==> config.mk <==
export PLATFORM = sky130hd
export DESIGN_NAME = memory_stage_module_flat
export DESIGN_NICKNAME = d
export VERILOG_FILES = /design/src/rtl/memory_stage_module_if.sv /design/src/rtl/memory_stage_module.sv /design/src/flat_wrapper.sv
export SDC_FILE = /design/constraint.sdc
export NUM_CORES = 2
export LEC_CHECK = 0
export ABC_AREA = 1
export ABC_CLOCK_PERIOD_IN_PS = 8800
export CAP_MARGIN = 10
export CORE_UTILIZATION = 55
export DETAILED_ROUTE_END_ITERATION = 8
export HOLD_SLACK_MARGIN = 0.15
export PLACE_DENSITY = 0.69
export SYNTH_ARGS = -nofsm -noshare
export SYNTH_HDL_FRONTEND = slang
export SYNTH_SLANG_ARGS = --single-unit
==> constraint.sdc <==
create_clock -name clk -period 8.8 [get_ports clk]
set_clock_uncertainty 0.2 [all_clocks]
set_input_delay 1.76 -clock clk [delete_from_list [all_inputs] [get_ports clk]]
set_output_delay 1.76 -clock clk [all_outputs]
set_load 0.005 [all_outputs]
==> src/rtl/memory_stage_module_if.sv <==
// memory_stage_module_if: execution-stage inputs, stall/flush controls and memory/writeback results
interface memory_stage_module_if;
  logic stall, flush;
  logic [31:0] add_result, alu_result, read_data2;
  logic [4:0] mux_out;
  logic zero, MemtoReg, RegWrite, MemRead, MemWrite, Branch;
  logic [31:0] branch_target, wb_read_data, wb_alu_result;
  logic PCSrc;
  logic [4:0] wb_write_reg;
  logic wb_MemtoReg, wb_RegWrite;
  modport master (
    output stall, flush, add_result, alu_result, read_data2, mux_out, zero,
           MemtoReg, RegWrite, MemRead, MemWrite, Branch,
    input  branch_target, PCSrc, wb_read_data, wb_alu_result, wb_write_reg,
           wb_MemtoReg, wb_RegWrite
  );
  modport slave (
    input  stall, flush, add_result, alu_result, read_data2, mux_out, zero,
           MemtoReg, RegWrite, MemRead, MemWrite, Branch,
    output branch_target, PCSrc, wb_read_data, wb_alu_result, wb_write_reg,
           wb_MemtoReg, wb_RegWrite
  );
endinterface

==> src/rtl/memory_stage_module.sv <==
// memory_stage_module: EX/MEM register, 64-word data memory and MEM/WB register
module memory_stage_module (
  input logic clk,
  input logic reset,
  memory_stage_module_if.slave bus
);
  typedef struct packed {
    logic [31:0] add_result, alu_result, read_data2;
    logic [4:0] write_reg;
    logic zero, mem_to_reg, reg_write, mem_read, mem_write, branch;
  } ex_mem_t;
  typedef struct packed {
    logic [31:0] read_data, alu_result;
    logic [4:0] write_reg;
    logic mem_to_reg, reg_write;
  } mem_wb_t;
  ex_mem_t ex, ex_in;
  mem_wb_t wb, wb_in;
  logic [31:0] mem [64];
  logic [31:0] rd;
  logic we, hold;
  assign ex_in = '{add_result: bus.add_result, alu_result: bus.alu_result,
                   read_data2: bus.read_data2, write_reg: bus.mux_out, zero: bus.zero,
                   mem_to_reg: bus.MemtoReg, reg_write: bus.RegWrite,
                   mem_read: bus.MemRead, mem_write: bus.MemWrite, branch: bus.Branch};
  assign hold = bus.stall && !bus.flush;
  // flush outranks stall, so a flushed store still commits its write
  assign we = ex.mem_write && !hold;
  assign rd = ex.mem_read ? mem[ex.alu_result[7:2]] : '0;
  assign wb_in = '{read_data: rd, alu_result: ex.alu_result, write_reg: ex.write_reg,
                   mem_to_reg: ex.mem_to_reg, reg_write: ex.reg_write};
  always_ff @(posedge clk) begin
    if (reset) begin
      ex <= ex_mem_t'(0);
      wb <= mem_wb_t'(0);
      for (int i = 0; i < 64; i++) mem[i] <= '0;
    end else begin
      ex <= bus.flush ? ex_mem_t'(0) : bus.stall ? ex : ex_in;
      wb <= hold ? mem_wb_t'(0) : wb_in;
      if (we) mem[ex.alu_result[7:2]] <= ex.read_data2;
    end
  end
  assign bus.branch_target = ex.add_result;
  assign bus.PCSrc = ex.branch & ex.zero;
  assign bus.wb_read_data = wb.read_data;
  assign bus.wb_alu_result = wb.alu_result;
  assign bus.wb_write_reg = wb.write_reg;
  assign bus.wb_MemtoReg = wb.mem_to_reg;
  assign bus.wb_RegWrite = wb.reg_write;
endmodule

==> src/flat_wrapper.sv <==
// flat-port wrapper written by rule: the top's interface ports become plain ports
module memory_stage_module_flat 
  (clk, reset, bus_stall, bus_flush, bus_add_result, bus_alu_result, bus_read_data2, bus_mux_out, bus_zero, bus_MemtoReg, bus_RegWrite, bus_MemRead, bus_MemWrite, bus_Branch, bus_branch_target, bus_PCSrc, bus_wb_read_data, bus_wb_alu_result, bus_wb_write_reg, bus_wb_MemtoReg, bus_wb_RegWrite);
  memory_stage_module_if bus_i ();
  input logic clk;
  input logic reset;
  input wire logic [$bits(bus_i.stall)-1:0] bus_stall;
  input wire logic [$bits(bus_i.flush)-1:0] bus_flush;
  input wire logic [$bits(bus_i.add_result)-1:0] bus_add_result;
  input wire logic [$bits(bus_i.alu_result)-1:0] bus_alu_result;
  input wire logic [$bits(bus_i.read_data2)-1:0] bus_read_data2;
  input wire logic [$bits(bus_i.mux_out)-1:0] bus_mux_out;
  input wire logic [$bits(bus_i.zero)-1:0] bus_zero;
  input wire logic [$bits(bus_i.MemtoReg)-1:0] bus_MemtoReg;
  input wire logic [$bits(bus_i.RegWrite)-1:0] bus_RegWrite;
  input wire logic [$bits(bus_i.MemRead)-1:0] bus_MemRead;
  input wire logic [$bits(bus_i.MemWrite)-1:0] bus_MemWrite;
  input wire logic [$bits(bus_i.Branch)-1:0] bus_Branch;
  output wire logic [$bits(bus_i.branch_target)-1:0] bus_branch_target;
  output wire logic [$bits(bus_i.PCSrc)-1:0] bus_PCSrc;
  output wire logic [$bits(bus_i.wb_read_data)-1:0] bus_wb_read_data;
  output wire logic [$bits(bus_i.wb_alu_result)-1:0] bus_wb_alu_result;
  output wire logic [$bits(bus_i.wb_write_reg)-1:0] bus_wb_write_reg;
  output wire logic [$bits(bus_i.wb_MemtoReg)-1:0] bus_wb_MemtoReg;
  output wire logic [$bits(bus_i.wb_RegWrite)-1:0] bus_wb_RegWrite;
  assign bus_i.stall = bus_stall;
  assign bus_i.flush = bus_flush;
  assign bus_i.add_result = bus_add_result;
  assign bus_i.alu_result = bus_alu_result;
  assign bus_i.read_data2 = bus_read_data2;
  assign bus_i.mux_out = bus_mux_out;
  assign bus_i.zero = bus_zero;
  assign bus_i.MemtoReg = bus_MemtoReg;
  assign bus_i.RegWrite = bus_RegWrite;
  assign bus_i.MemRead = bus_MemRead;
  assign bus_i.MemWrite = bus_MemWrite;
  assign bus_i.Branch = bus_Branch;
  assign bus_branch_target = bus_i.branch_target;
  assign bus_PCSrc = bus_i.PCSrc;
  assign bus_wb_read_data = bus_i.wb_read_data;
  assign bus_wb_alu_result = bus_i.wb_alu_result;
  assign bus_wb_write_reg = bus_i.wb_write_reg;
  assign bus_wb_MemtoReg = bus_i.wb_MemtoReg;
  assign bus_wb_RegWrite = bus_i.wb_RegWrite;
  memory_stage_module u_core (.clk(clk), .reset(reset), .bus(bus_i));
endmodule
-- After elaboration in Yosys (flattened, before gate mapping)
Memories as Yosys holds them, arrays and structs flattened. A register that Yosys moved wholly into a read port is not among the register bits.
Index checks and enable logic that the tools add are counted.
W data, S select, Z words.
- latch bits: 0
- memory bits (read-only): 0
- output and inout bits: 104
- word-level logic and storage cells: 33
- memory bits (writable): 2048
- input port bits: 111
- register bits after elaboration: 146
- memories kept: 1
- add/subtract/negate cells: 0
- $mul: 0
- muxes and demuxes: 8
- $lt $le $gt $ge: 0
- shift operators: 0
- divide/modulo/power cells: 0
- equal/unequal tests: 0
- bitwise gates (word level): 2
- reduce and logical (&&, ||, !) cells: 8
- memory list (name ; words ; width ; read ports ; clocked after memory_dff ; wr ports ; RTL line ; source):
    u_core.mem ; 64 ; 32 ; 1 ; 1 ; 64 ; memory_stage_module.sv:19 ; logic [31:0] mem [64];
- operators with widths (cell ; count):
    $mux W32 ; 1
    $reduce_or A32 Y1 ; 1
    $mux W1 ; 6
    $mux W6 ; 1
    $reduce_or A2 Y1 ; 2
    $reduce_or A3 Y1 ; 1
    $logic_and A1 B1 Y1 ; 2
    $logic_not A1 Y1 ; 2
    $and A1 B1 Y1 ; 1
    $not A1 Y1 ; 1

-- Depth between registers and ports, before layout
- depth after elaboration: 9
- mapped depth: 13

-- Worst setup path after synthesis
OpenSTA, ideal clock, no wires.
- path type: input-to-reg
- start point: in bus_stall
- end point: mem u_core.mem[15][0] (enable)
- path buffers: 2
- slack: 4.361 ns
- stages: 7
- setup time: 0.389 ns
- data arrival time: 3.849 ns
- cell sequence: buf_2 > a21oi_4 > nand2_4 > nor3_4 > nand2_4 > buf_2 > nand2_1
- RTL lines (what ; RTL line ; source):
    from (decl) ; flat_wrapper.sv:7 ; input wire logic [$bits(bus_i.stall)-1:0] bus_stall;
    to (decl) ; memory_stage_module.sv:19 ;

==> flow_summary.ini <==
[placed_design]
io_buffers = 214
pre_cts_ws_ps = 2471
dp_cells = 13361
place_area_sq_um = 105600
gp_congestion = 0.9954
dpl.hpwl_um = 204200

[floorplanning]
num_rows = 157
dieArea_sq_um = 187900
core_area_sq_um = 184100
start_util_pct = 55.63
die_x_um = 433.5
die_h_um = 433.5
num_io_pins = 215

[cells_and_area]
area_growth_pct = 10.59
final_core_util_pct = 61.52
fillerInstances = 15405
regMostFlops = u_core.mem
reg.largest.list = u_core.mem x2048, u_core.ex x75
drive_gt1_share_pct = 6.125
instances_no_fill = 13807
fin_area_sq_um = 113200
largest_reg_flops = 2048
nets = 11244

[setup_path]
r2r_cells = 7
rrSetupSlack_ps = 3600
crit_fanout = 33
crit_arrival_ps = 5650
r2r-end = u_core.mem[17][5]
cp.required_ps = 9170
crit_slowest_cell = nand2_1
r2r_start = u_core.ex[45]
cp-end-kind = flip-flop
cpPeakStageDelay_ps = 770
crit_chain = clkdlybuf4s50_1 -> inv_1 -> a21oi_4 -> nand2_4 -> nor4_4 -> buf_4 -> nand2_1 -> nand2_1 -> buf_4
path_class = input port to flip-flop
start_kind = input port

[yosys]
synthArstFlopShare_pct = 0
yosysMostFrequentCell = nand2_1
synthTopCellsByArea = edfxtp_1 60%, nand2_1 9.3%, nor2_1 9.1%
syn_inst = 11391
synth_seq_cells = 2226
synthFlopType = edfxtp_1
synth_xor_area_share_pct = 0
synth-seq-area-share_pct = 63.54
postSynthAreaPerCell_sq_um = 8.989
synth_top_family_by_area = simple AND/OR/NAND/NOR gates
synthMuxAreaShare_pct = 0
syn_nets = 11502
synth_top_area_share_pct = 60.06
yosys.area.top_type = edfxtp_1
synth-compound-area-share_pct = 2.355
yosysUniqueCellTypes = 24
yosys_warnings = 0
yosys.area_share.simple_pct = 24.13
synth-adder-area-share_pct = 0
synthTopCellsByCount = 2524 x nand2_1, 2481 x nor2_1, 2048 x edfxtp_1, 1771 x inv_1, 864 x nand3_1
syn-cell-area_sq_um = 102400
synth_edf_count = 2048

[grt]
grt_util_all_layers_pct = 34.27
grt_max_degree = 223
antenna_found_initial = 18
grt_pass1_wl_um = 460000
grt_pass1_vias = 69830
gr-total-overflow = 0

[clock_tree]
postCtsHoldBufs = 0
clock_sinks = 2226
htree_num_levels = 4
cts_tree = built
clk_path_buf_depth = 3
cts_setup_buffers = 0
cts-root-buf = clkbuf_16
cts_buffers = 226
ctsResizeCount = 0
clk_pin_slew_ps = 60
clk_latency_ps = 880

[routing]
wl_met1_um = 116500
drtPass1Iterations = 8
via_per_inst = 5.519
via_count = 76207
route.detailed.drc = 0
drt_wl_total_um = 324800
dr_wl_met3_um = 37010
drtAntennaViolNets = 0
routedWlPerCell_um = 23.52
wl_met2_um = 147300
drt_iter0_markers = 10398
top_layer = met5

[worst_hold_path]
hold_path_class = flip-flop to flip-flop
whs_endpoint = u_core.bus.wb_alu_result[11]
holdPathStages = 2
min-delay-start = u_core.ex[54]

[sta]
finalSetupViolations = 0
maxSlewHeadroom_pct = 9.380
rsz0062_at_grt = false
worst_pin_slew_ps = 1345
maxSlewViolCount = 0
setup_ws_ps = 3520
fmax_mhz = 189.4
fin_setup_tns_ps = 0
final_hold_viol_count = 0
timing.hold.ws_ps = 236.8
min_period_over_period_pct = 60.00
period_needed_ps = 5280

[power_and_ir_drop]
ir_drop_uv = 193.2
p_leak_nw = 46.62
power.density_nw_per_um2 = 204.5
power.total_mw = 23.16

[status]
status = completed

[flow_run]
maxCapViolations = 0
worst max-delay path by stage:
stage / start / to / cells after the start
after floorplan: bus_stall / u_core.mem[15][0] / 7
after global placement: bus_flush / u_core.mem[52][14] / 9
after detailed placement: bus_flush / u_core.mem[52][12] / 9
after CTS: bus_flush / u_core.mem[52][18] / 9
after global routing: bus_flush / u_core.mem[10][28] / 9
final: bus_flush / u_core.mem[10][24] / 9
layout make-up:
| type | count | area, sq um | share of cell area, % |
|---|---|---|---|
| sequential | 2226 | 65070 | 57.46 |
| timing repair buffer | 384 | 3756 | 3.317 |
| inverter | 1773 | 6706 | 5.922 |
| clock buffer | 290 | 6030 | 5.325 |
| clock inverter | 136 | 1371 | 1.211 |
| multi-input combinational | 6522 | 27190 | 24.02 |
| tap | 2464 | 3083 | 2.723 |
| antenna | 12 | 30.03 | 0.02652 |
report_power, final:
group	internal (mW)	switching, mW	total (mW)
combinational	0.356	1.20	1.55
sequential	11.8	0.0976	11.9
clock	5.51	4.16	9.68
total	17.7	5.46	23.2
cells in the final DEF, fill, tap and decap left out, drive strengths merged, types with 10 or more instances in the layout:
| master | count |
|---|---|
| buf | 171 |
| o211ai | 32 |
| nand3 | 864 |
| clkbuf | 290 |
| bufinv | 23 |
| a211oi | 71 |
| nand4 | 64 |
| nor2 | 2481 |
| clkinv | 133 |
| edfxtp | 2048 |
| a21oi | 69 |
| nor3 | 10 |
| inv | 1749 |
| clkdlybuf4s50 | 213 |
| or2 | 128 |
| nand2 | 2541 |
| diode | 12 |
| o21ai | 256 |
| dfxtp | 178 |
cell families (layout without fill, tap and decap cells):
family          Yosys count  count (layout)
compound gates          428             428
flops                  2226            2226
simple gates           6094            6094
other cells               0              12
buf+inv                2643            2583
worst max-delay path: cells and delay by family:
kind | cells | cell delay (ps)
compound gates | 1 | 200
buf+inv | 4 | 1350
simple gates | 4 | 2290
routing by layer:
| metal | vias up | global-route usage, % |
|---|---|---|
| met5 | - | 0 |
| met4 | 22 | 22.44 |
| met3 | 847 | 8.253 |
| met2 | 4188 | 52.55 |
| met1 | 36162 | 43.50 |
| li1 | 34988 | - |
No activity file was read; power rests on OpenSTA's default activity.
